### config.mk
export PLATFORM = sky130hd
export DESIGN_NAME = amns_host_bridge
export DESIGN_NICKNAME = d
export VERILOG_FILES = /design/src/rtl/amns_host_bridge.sv
export SDC_FILE = /design/constraint.sdc
export NUM_CORES = 1
export LEC_CHECK = 0
export CORE_UTILIZATION = 51
export CTS_BUF_LIST = sky130_fd_sc_hd__clkbuf_16
export CTS_CLUSTER_DIAMETER = 80
export DETAILED_ROUTE_END_ITERATION = 7
export HOLD_SLACK_MARGIN = 0.1
export PLACE_DENSITY = 0.92
export SETUP_SLACK_MARGIN = 0.1
export SYNTH_ARGS = -nofsm -noshare
export SYNTH_HDL_FRONTEND = slang
export SYNTH_SLANG_ARGS = --single-unit
### constraint.sdc
create_clock -name clock_i -period 5.2 [get_ports clock_i]
set_clock_uncertainty 0.2 [all_clocks]
set_input_delay 1.04 -clock clock_i [delete_from_list [all_inputs] [get_ports clock_i]]
set_output_delay 1.04 -clock clock_i [all_outputs]
set_load 0.01 [all_outputs]
### src/rtl/amns_host_bridge.sv
// Host-side bridge around the AMNS multiplier: streams operands into the shared
// BRAM, kicks the multiplier, then drains the result region through a 2-deep FIFO.
//
// state    | meaning
// ---------+------------------------------------------------------------
// ST_IDLE  | one cycle after reset release, before accepting operands
// ST_LOAD  | s_ready_o high; each input word is written at wr_cnt
// ST_START | one-cycle start pulse to the multiplier
// ST_WAIT  | waiting for amns_done_i, BRAM port idle
// ST_DRAIN | reading result words into the FIFO and streaming them out
module amns_host_bridge #(
   parameter int WORD_WIDTH = 17,
   parameter int N          = 5,
   parameter int S          = 4,
   parameter int IN_WORDS   = 3*N*S + N,
   parameter int RES_BASE   = 3*N*S + N,
   parameter int OUT_WORDS  = N*S,
   parameter int ADDR_W     = $clog2(4*N*S + N) + 1
) (
   input  logic                  clock_i,
   input  logic                  reset_n_i,
   input  logic [WORD_WIDTH-1:0] s_data_i,
   input  logic                  s_valid_i,
   output logic                  s_ready_o,
   output logic [WORD_WIDTH-1:0] m_data_o,
   output logic                  m_valid_o,
   input  logic                  m_ready_i,
   output logic                  m_last_o,
   output logic                  amns_start_o,
   input  logic                  amns_done_i,
   output logic                  bram_en_o,
   output logic                  bram_we_o,
   output logic [ADDR_W-1:0]     bram_addr_o,
   output logic [WORD_WIDTH-1:0] bram_din_o,
   input  logic [WORD_WIDTH-1:0] bram_dout_i,
   output logic                  busy_o
);

   localparam int WR_W = $clog2(IN_WORDS);
   localparam int RD_W = $clog2(OUT_WORDS) + 1;
   localparam logic [WR_W-1:0]   WR_LAST  = WR_W'(IN_WORDS - 1);
   localparam logic [RD_W-1:0]   RD_LAST  = RD_W'(OUT_WORDS - 1);
   localparam logic [RD_W-1:0]   RD_END   = RD_W'(OUT_WORDS);
   localparam logic [ADDR_W-1:0] RES_ADDR = ADDR_W'(RES_BASE);

   typedef enum logic [2:0] {
      ST_IDLE  = 3'd0,
      ST_LOAD  = 3'd1,
      ST_START = 3'd2,
      ST_WAIT  = 3'd3,
      ST_DRAIN = 3'd4
   } state_t;

   state_t                state, state_nxt;
   logic [WR_W-1:0]       wr_cnt;
   logic [RD_W-1:0]       rd_cnt;
   logic                  inflight;
   logic                  inflight_last;
   logic [WORD_WIDTH-1:0] fifo_data [2];
   logic [1:0]            fifo_last;
   logic                  fifo_wr_ptr;
   logic                  fifo_rd_ptr;
   logic [1:0]            fifo_cnt;

   logic       fifo_valid;
   logic       head_last;
   logic       s_hs;
   logic       m_hs;
   logic       rd_issue;
   logic [2:0] occupancy;

   assign fifo_valid = (fifo_cnt != 2'd0);
   assign head_last  = fifo_valid & fifo_last[fifo_rd_ptr];
   assign s_hs       = (state == ST_LOAD) & s_valid_i;
   assign m_hs       = fifo_valid & m_ready_i;
   assign occupancy  = {1'b0, fifo_cnt} + {2'b00, inflight};
   // A word leaving the FIFO this cycle frees a slot, which keeps the drain at 1 word/cycle.
   assign rd_issue   = (state == ST_DRAIN) && (rd_cnt < RD_END) &&
                       (occupancy < (3'd2 + {2'b00, m_hs}));

   always_ff @(posedge clock_i or negedge reset_n_i) begin
      if (!reset_n_i) begin
         state <= ST_IDLE;
      end else begin
         state <= state_nxt;
      end
   end

   always_comb begin
      state_nxt = state;
      case (state)
         ST_IDLE:  state_nxt = ST_LOAD;
         ST_LOAD:  if (s_hs && (wr_cnt == WR_LAST)) state_nxt = ST_START;
         ST_START: state_nxt = ST_WAIT;
         ST_WAIT:  if (amns_done_i) state_nxt = ST_DRAIN;
         ST_DRAIN: if (m_hs && head_last) state_nxt = ST_LOAD;
         default:  state_nxt = ST_IDLE;
      endcase
   end

   always_comb begin
      s_ready_o    = (state == ST_LOAD);
      busy_o       = (state != ST_LOAD);
      amns_start_o = (state == ST_START);
      m_valid_o    = fifo_valid;
      m_data_o     = fifo_data[fifo_rd_ptr];
      m_last_o     = head_last;
      bram_en_o    = 1'b0;
      bram_we_o    = 1'b0;
      bram_addr_o  = '0;
      bram_din_o   = '0;
      if (s_hs) begin
         bram_en_o   = 1'b1;
         bram_we_o   = 1'b1;
         bram_addr_o = ADDR_W'(wr_cnt);
         bram_din_o  = s_data_i;
      end else if (rd_issue) begin
         bram_en_o   = 1'b1;
         bram_addr_o = RES_ADDR + ADDR_W'(rd_cnt);
      end
   end

   always_ff @(posedge clock_i or negedge reset_n_i) begin
      if (!reset_n_i) begin
         wr_cnt        <= '0;
         rd_cnt        <= '0;
         inflight      <= 1'b0;
         inflight_last <= 1'b0;
         fifo_data[0]  <= '0;
         fifo_data[1]  <= '0;
         fifo_last     <= 2'b00;
         fifo_wr_ptr   <= 1'b0;
         fifo_rd_ptr   <= 1'b0;
         fifo_cnt      <= 2'd0;
      end else begin
         if (s_hs) begin
            wr_cnt <= (wr_cnt == WR_LAST) ? '0 : wr_cnt + WR_W'(1);
         end
         if (m_hs && head_last) begin
            rd_cnt <= '0;
         end else if (rd_issue) begin
            rd_cnt <= rd_cnt + RD_W'(1);
         end
         // BRAM read data shows up the cycle after the read, tagged with its last flag.
         inflight      <= rd_issue;
         inflight_last <= rd_issue && (rd_cnt == RD_LAST);
         if (inflight) begin
            fifo_data[fifo_wr_ptr] <= bram_dout_i;
            fifo_last[fifo_wr_ptr] <= inflight_last;
            fifo_wr_ptr            <= ~fifo_wr_ptr;
         end
         if (m_hs) begin
            fifo_rd_ptr <= ~fifo_rd_ptr;
         end
         fifo_cnt <= fifo_cnt + {1'b0, inflight} - {1'b0, m_hs};
      end
   end

endmodule
Word-level counts from Yosys, hierarchy flattened

Index checks and enable logic that the tools add are counted.

Add/sub/neg operators: 7
Div/mod/pow operators: 0
Shifts and indexed selects: 0
Reductions and logical operators: 11
Multipliers: 0
Multiplexer cells: 24
Magnitude comparators: 8
Equality and inequality tests: 10
Bitwise operators: 7

Operator list:

| cell                | number |
|---|---|
| $mux 17             | 5 |
| $bwmux 34           | 1 |
| $demux 17 s1        | 1 |
| $mux 8              | 2 |
| $pmux 3 s5          | 1 |
| $mux 6              | 2 |
| $mux 3              | 3 |
| $add 7x6->8 const A | 1 |
| $add 7x1->7 const B | 1 |
| $eq 7x7->1 const B  | 1 |
| $logic_and 1x1->1   | 7 |
| $mux 7              | 1 |
| $add 6x1->6 const B | 1 |
| $eq 3x2->1 const B  | 2 |
| $eq 6x5->1 const B  | 1 |
| $lt 6x5->1 const B  | 1 |
| $mux 1              | 6 |
| $ge 2x2->1 const B  | 2 |
| $lt 1x2->1 const B  | 2 |
| $ne 2x1->1 const B  | 2 |
| $not 1->2           | 2 |
| $reduce_bool 2->1   | 2 |
| $add 2x1->3         | 1 |
| $add 2x1->3 const A | 1 |
| other kinds (15)    | 18 |

Bits in registers: 58
Bits in latches: 0
Memories kept: 0
Output and inout bits: 49
Bits in read-only memories: 0
RAM bits: 0

Logic depth before layout (Yosys ltp)

Word-level depth: 7
Depth in mapped cells: 8

Worst setup path after synthesis

Ideal clock, no wire load.

Path kind: input to output
From: input port m_ready_i
To: output port bram_addr_o[2]
Data required time: 3.960 ns
Stages: 4
Buffers on the path: 0
Setup slack: 2.043 ns
Arrival: 1.917 ns
Cell sequence: o21ai_0 -> o21ai_0 -> nand3_1 -> o21ai_0

Cells in the longest elaborated chain, start to end: 6

Ends and longest elaborated chain:

| element           | line | text |
|---|---|---|
| from (decl)       | 27   | `input logic m_ready_i,` |
| $and 1x1->1       | 75   | `assign m_hs = fifo_valid & m_ready_i;` |
| $add 2x1->3       | 79   | `(occupancy < (3'd2 + {2'b00, m_hs}));` |
| $lt 3x3->1        | 79   |  |
| $logic_and 1x1->1 | 78   | `assign rd_issue = (state == ST_DRAIN) && (rd_cnt < RD_END) &&` |
| $mux 8            | 117  | `end else if (rd_issue) begin` |
| $mux 8            | 112  | `if (s_hs) begin` |
| to (decl)         | 33   | `output logic [ADDR_W-1:0] bram_addr_o,` |

Every way passes these cells.

Worst setup path in the final report

From: input port m_ready_i
To: output port bram_addr_o[1]

Cells in the longest elaborated chain, start to end: 6

Ends and longest elaborated chain:

| element           | line | text |
|---|---|---|
| $and 1x1->1       | 75   |  |
| $add 2x1->3       | 79   |  |
| $lt 3x3->1        | 79   |  |
| $logic_and 1x1->1 | 78   |  |
| net rd_issue      | 69   | `logic rd_issue;` |
| $mux 8            | 117  |  |
| $mux 8            | 112  |  |

The timed path passes the listed nets, and every way through them passes these cells.

==> run summary <==
Antenna violations before repair - 0
Cts bufs inserted - 9
Minimum clock period - 4.37 ns
Top Ports - 88
Clock root buffer - clkbuf_16
DRC Markers - 0
Fmax - 229 MHz
Post-placement cell count - 402
Final ANT Viol Nets - 0
DR pass1 iterations - 5
Tightest Pin Transition - 0.965 ns
Max IR drop VDD - 298 uV
Ys async rst share - 100%
Max-cap violations - 0
Worst setup EP type - primary output
Arrival @ worst endpoint - 3.13 ns
Slew headroom - 35.4%
Internal cell power - 0.00123 W
Port Buffers - 86
Sequential Power Share - 33.4%
Synth warn - 0
Power Dens Cells - 418 nW/um^2
N_diodes - 0
Initial drt markers - 93
Synthesized flop and latch total - 58
Dominant cell type by area after synthesis - dfrtp_1
Clk buf depth - 2
Mapped Cells - 253
Clock Latency Late Sink - 0.32 ns
Hold Crit Class - reg2reg
Post-DR vias/cell - 5.39
Final Max Tran Viols - 0
Layout cells sized above 1 - 21.7%
Initial Util - 52.9%
# rows - 27
Clock share of power - 35.0%
WL met3 - 261 microns
Reg clk slew, reported paths - 0.05 ns
Total gr overflow - 0
Fillers - 358
EDFF count, synth - 0
Post-cts gate resize count - 0
Worst path slowest cell - clkdlybuf4s50_1
Die Width - 77.3 microns
Switching share of power - 28.9%
P_sw - 0.000498 W
Final hold viol count - 0
TritonCTS clock tree - built
Finished Layout Cells - 418
Hold-fix buffers at CTS - 0
WS Path Type - in2out
Pin count of the biggest net entering global routing - 59
Met2 routed WL - 3230 microns
Setup repair bufs after CTS - 0
Largest cells by area after synthesis - dfrtp_1, mux2_2, and3_1, ha_1, nand2_1
Share of the synthesized area in the top cell type - 50.1%
Post-detail-place hpwl - 4330 microns
Most frequent cells in the layout - clkdlybuf4s50_1, dfrtp_1, mux2_2
CP Data Required Time - 3.96 ns
Core Footprint - 5470 sq um
Fin Setup TNS - 0 ns
Total die area - 5980 sq um
RSZ-0062 raised after global routing - no
Overall global routing resource usage - 23.5%
First-pass GRT wire length - 10900 microns
RD Place Congestion - 0.817
Main synth FF type - dfrtp_1
Clk sinks - 58
Syn nets - 299
M1 WL - 2740 microns
DR top layer - met4
Startpoint types - primary input
Setup Viol. Count Final - 0
Vias in the first global route - 2266
CP Cell Sequence - clkdlybuf4s50_1 > o21ai_0 > o21ai_0 > nand3_1 > inv_1 > a22o_1 > clkdlybuf4s50_1
Overall power - 0.00172 W
Status - complete, no violations
CP max stage delay - 0.53 ns
Tcrit/Tclk final - 84.0%
Seq/Total Area, Yosys - 50.1%
H-tree depth - 3
Die height - 77.3 microns
Distinct cells, synth - 34
Logic pwr share - 31.6%
Vias - 2254
LEAKAGE - 1.87 nW
Area delta synth->final - 42.4%
Cell area after synthesis - 2900 sq um
Post-Syn Area per Cell - 11.4 sq um
Drt total wl - 6420 microns
Layout Nets - 387
Wire per inst - 15.4 microns
Max Fanout on Critical Path - 7
Commonest non-fill, non-tap cell in the layout - clkdlybuf4s50_1
-- critical path: cells and delay by family --
| family | cells | cell delay, ns |
|---|---|---|
| buffers and inverters | 3 | 1.18 |
| AOI/OAI and AO/OA | 3 | 0.65 |
| and+or+nand+nor | 1 | 0.26 |
-- path summary, 6_finish.rpt --
path	slack, ns	start	end	depth (start not counted)
setup / recovery	0.83	m_ready_i	bram_addr_o[1]	7
hold / removal	0.30	fifo_data[0]$_DFFE_PN0P_	fifo_data[0]$_DFFE_PN0P_	1
setup reg to reg	2.90	state[1]$_DFFE_PN0P_	wr_cnt[5]$_DFFE_PN0P_	7
hold reg to reg	0.30	fifo_data[0]$_DFFE_PN0P_	fifo_data[0]$_DFFE_PN0P_	1
max in group asynchronous	3.68	reset_n_i	state[0]$_DFFE_PN0P_	2
min in group asynchronous	0.66	reset_n_i	fifo_data[0]$_DFFE_PN0P_	2
-- cell families after synthesis --
family	count (synthesis)	synth area share (%)
AND/OR/NAND/NOR	72	13.7
flip-flops	58	50.1
multiplexers	57	22.0
AO/OA/AOI/OAI	30	5.88
buffers and inverters	20	2.72
XOR/XNOR	8	2.42
adder cells (fa/ha/maj)	7	3.02
other	1	0.130
-- layer usage --
layer | up-vias | GRT usage (%)
met4 | 0 | 11.7
met1 | 1094 | 29.0
li1 | 1079 | -
met2 | 63 | 38.9
met3 | 18 | 5.06
met5 | - | 0
-- flip-flops by register name, indices dropped and copies added, names as in the netlist --
signal	flops
fifo_data	34
wr_cnt	7
rd_cnt	6
state	3
fifo_cnt	2
fifo_last	2
fifo_rd_ptr	1
fifo_wr_ptr	1
inflight	1
inflight_last	1
-- cell type report --
| type | count | area (sq um) | area share (%) |
|---|---|---|---|
| tap | 72 | 90.1 | 2.18 |
| clock inverter | 7 | 85.1 | 2.06 |
| clock buffer | 9 | 225 | 5.46 |
| timing repair buffer | 88 | 871 | 21.1 |
| sequential | 58 | 1450 | 35.2 |
| inverter | 9 | 33.8 | 0.819 |
| multi-input combinational | 175 | 1370 | 33.2 |
-- synthesized netlist by cell type (3+ instances only) --
cell / instances
mux2i_1: 3
xnor2_1: 5
and3_1: 19
dfrtp_1: 58
nand2b_1: 3
nor3_1: 3
and2_1: 3
ha_1: 7
nor4b_1: 3
clkbuf_1: 9
nand4_1: 3
o21ai_0: 14
mux2_2: 54
nand3_1: 6
xor2_1: 3
a21oi_1: 7
nand2_1: 20
inv_1: 9
nor2_1: 4
-- power groups by stage --
stage                     sequential (W)  clock (W)  combinational, W
final                           0.000576   0.000603          0.000544
after global routing            0.000587   0.000630          0.000593
after CTS                       0.000576   0.000611          0.000547
after detailed placement        0.000582          0          0.000540
after global placement          0.000582          0          0.000528
after floorplan                 0.000541          0          0.000312
-- through the flow --
step	setup slack (ns)	hold slack (ns)	cell area, sq um	util, %
2_1_floorplan	2.04	0.251	2900	-
3_3_place_gp	0.935	0.281	3810	69.7
3_5_place_dp	0.861	0.289	3810	69.7
4_1_cts	0.812	0.300	4120	75.4
5_1_grt	0.608	0.318	4120	75.4
6_report	0.833	0.298	4120	75.4
(Power assumes the default switching activity.)
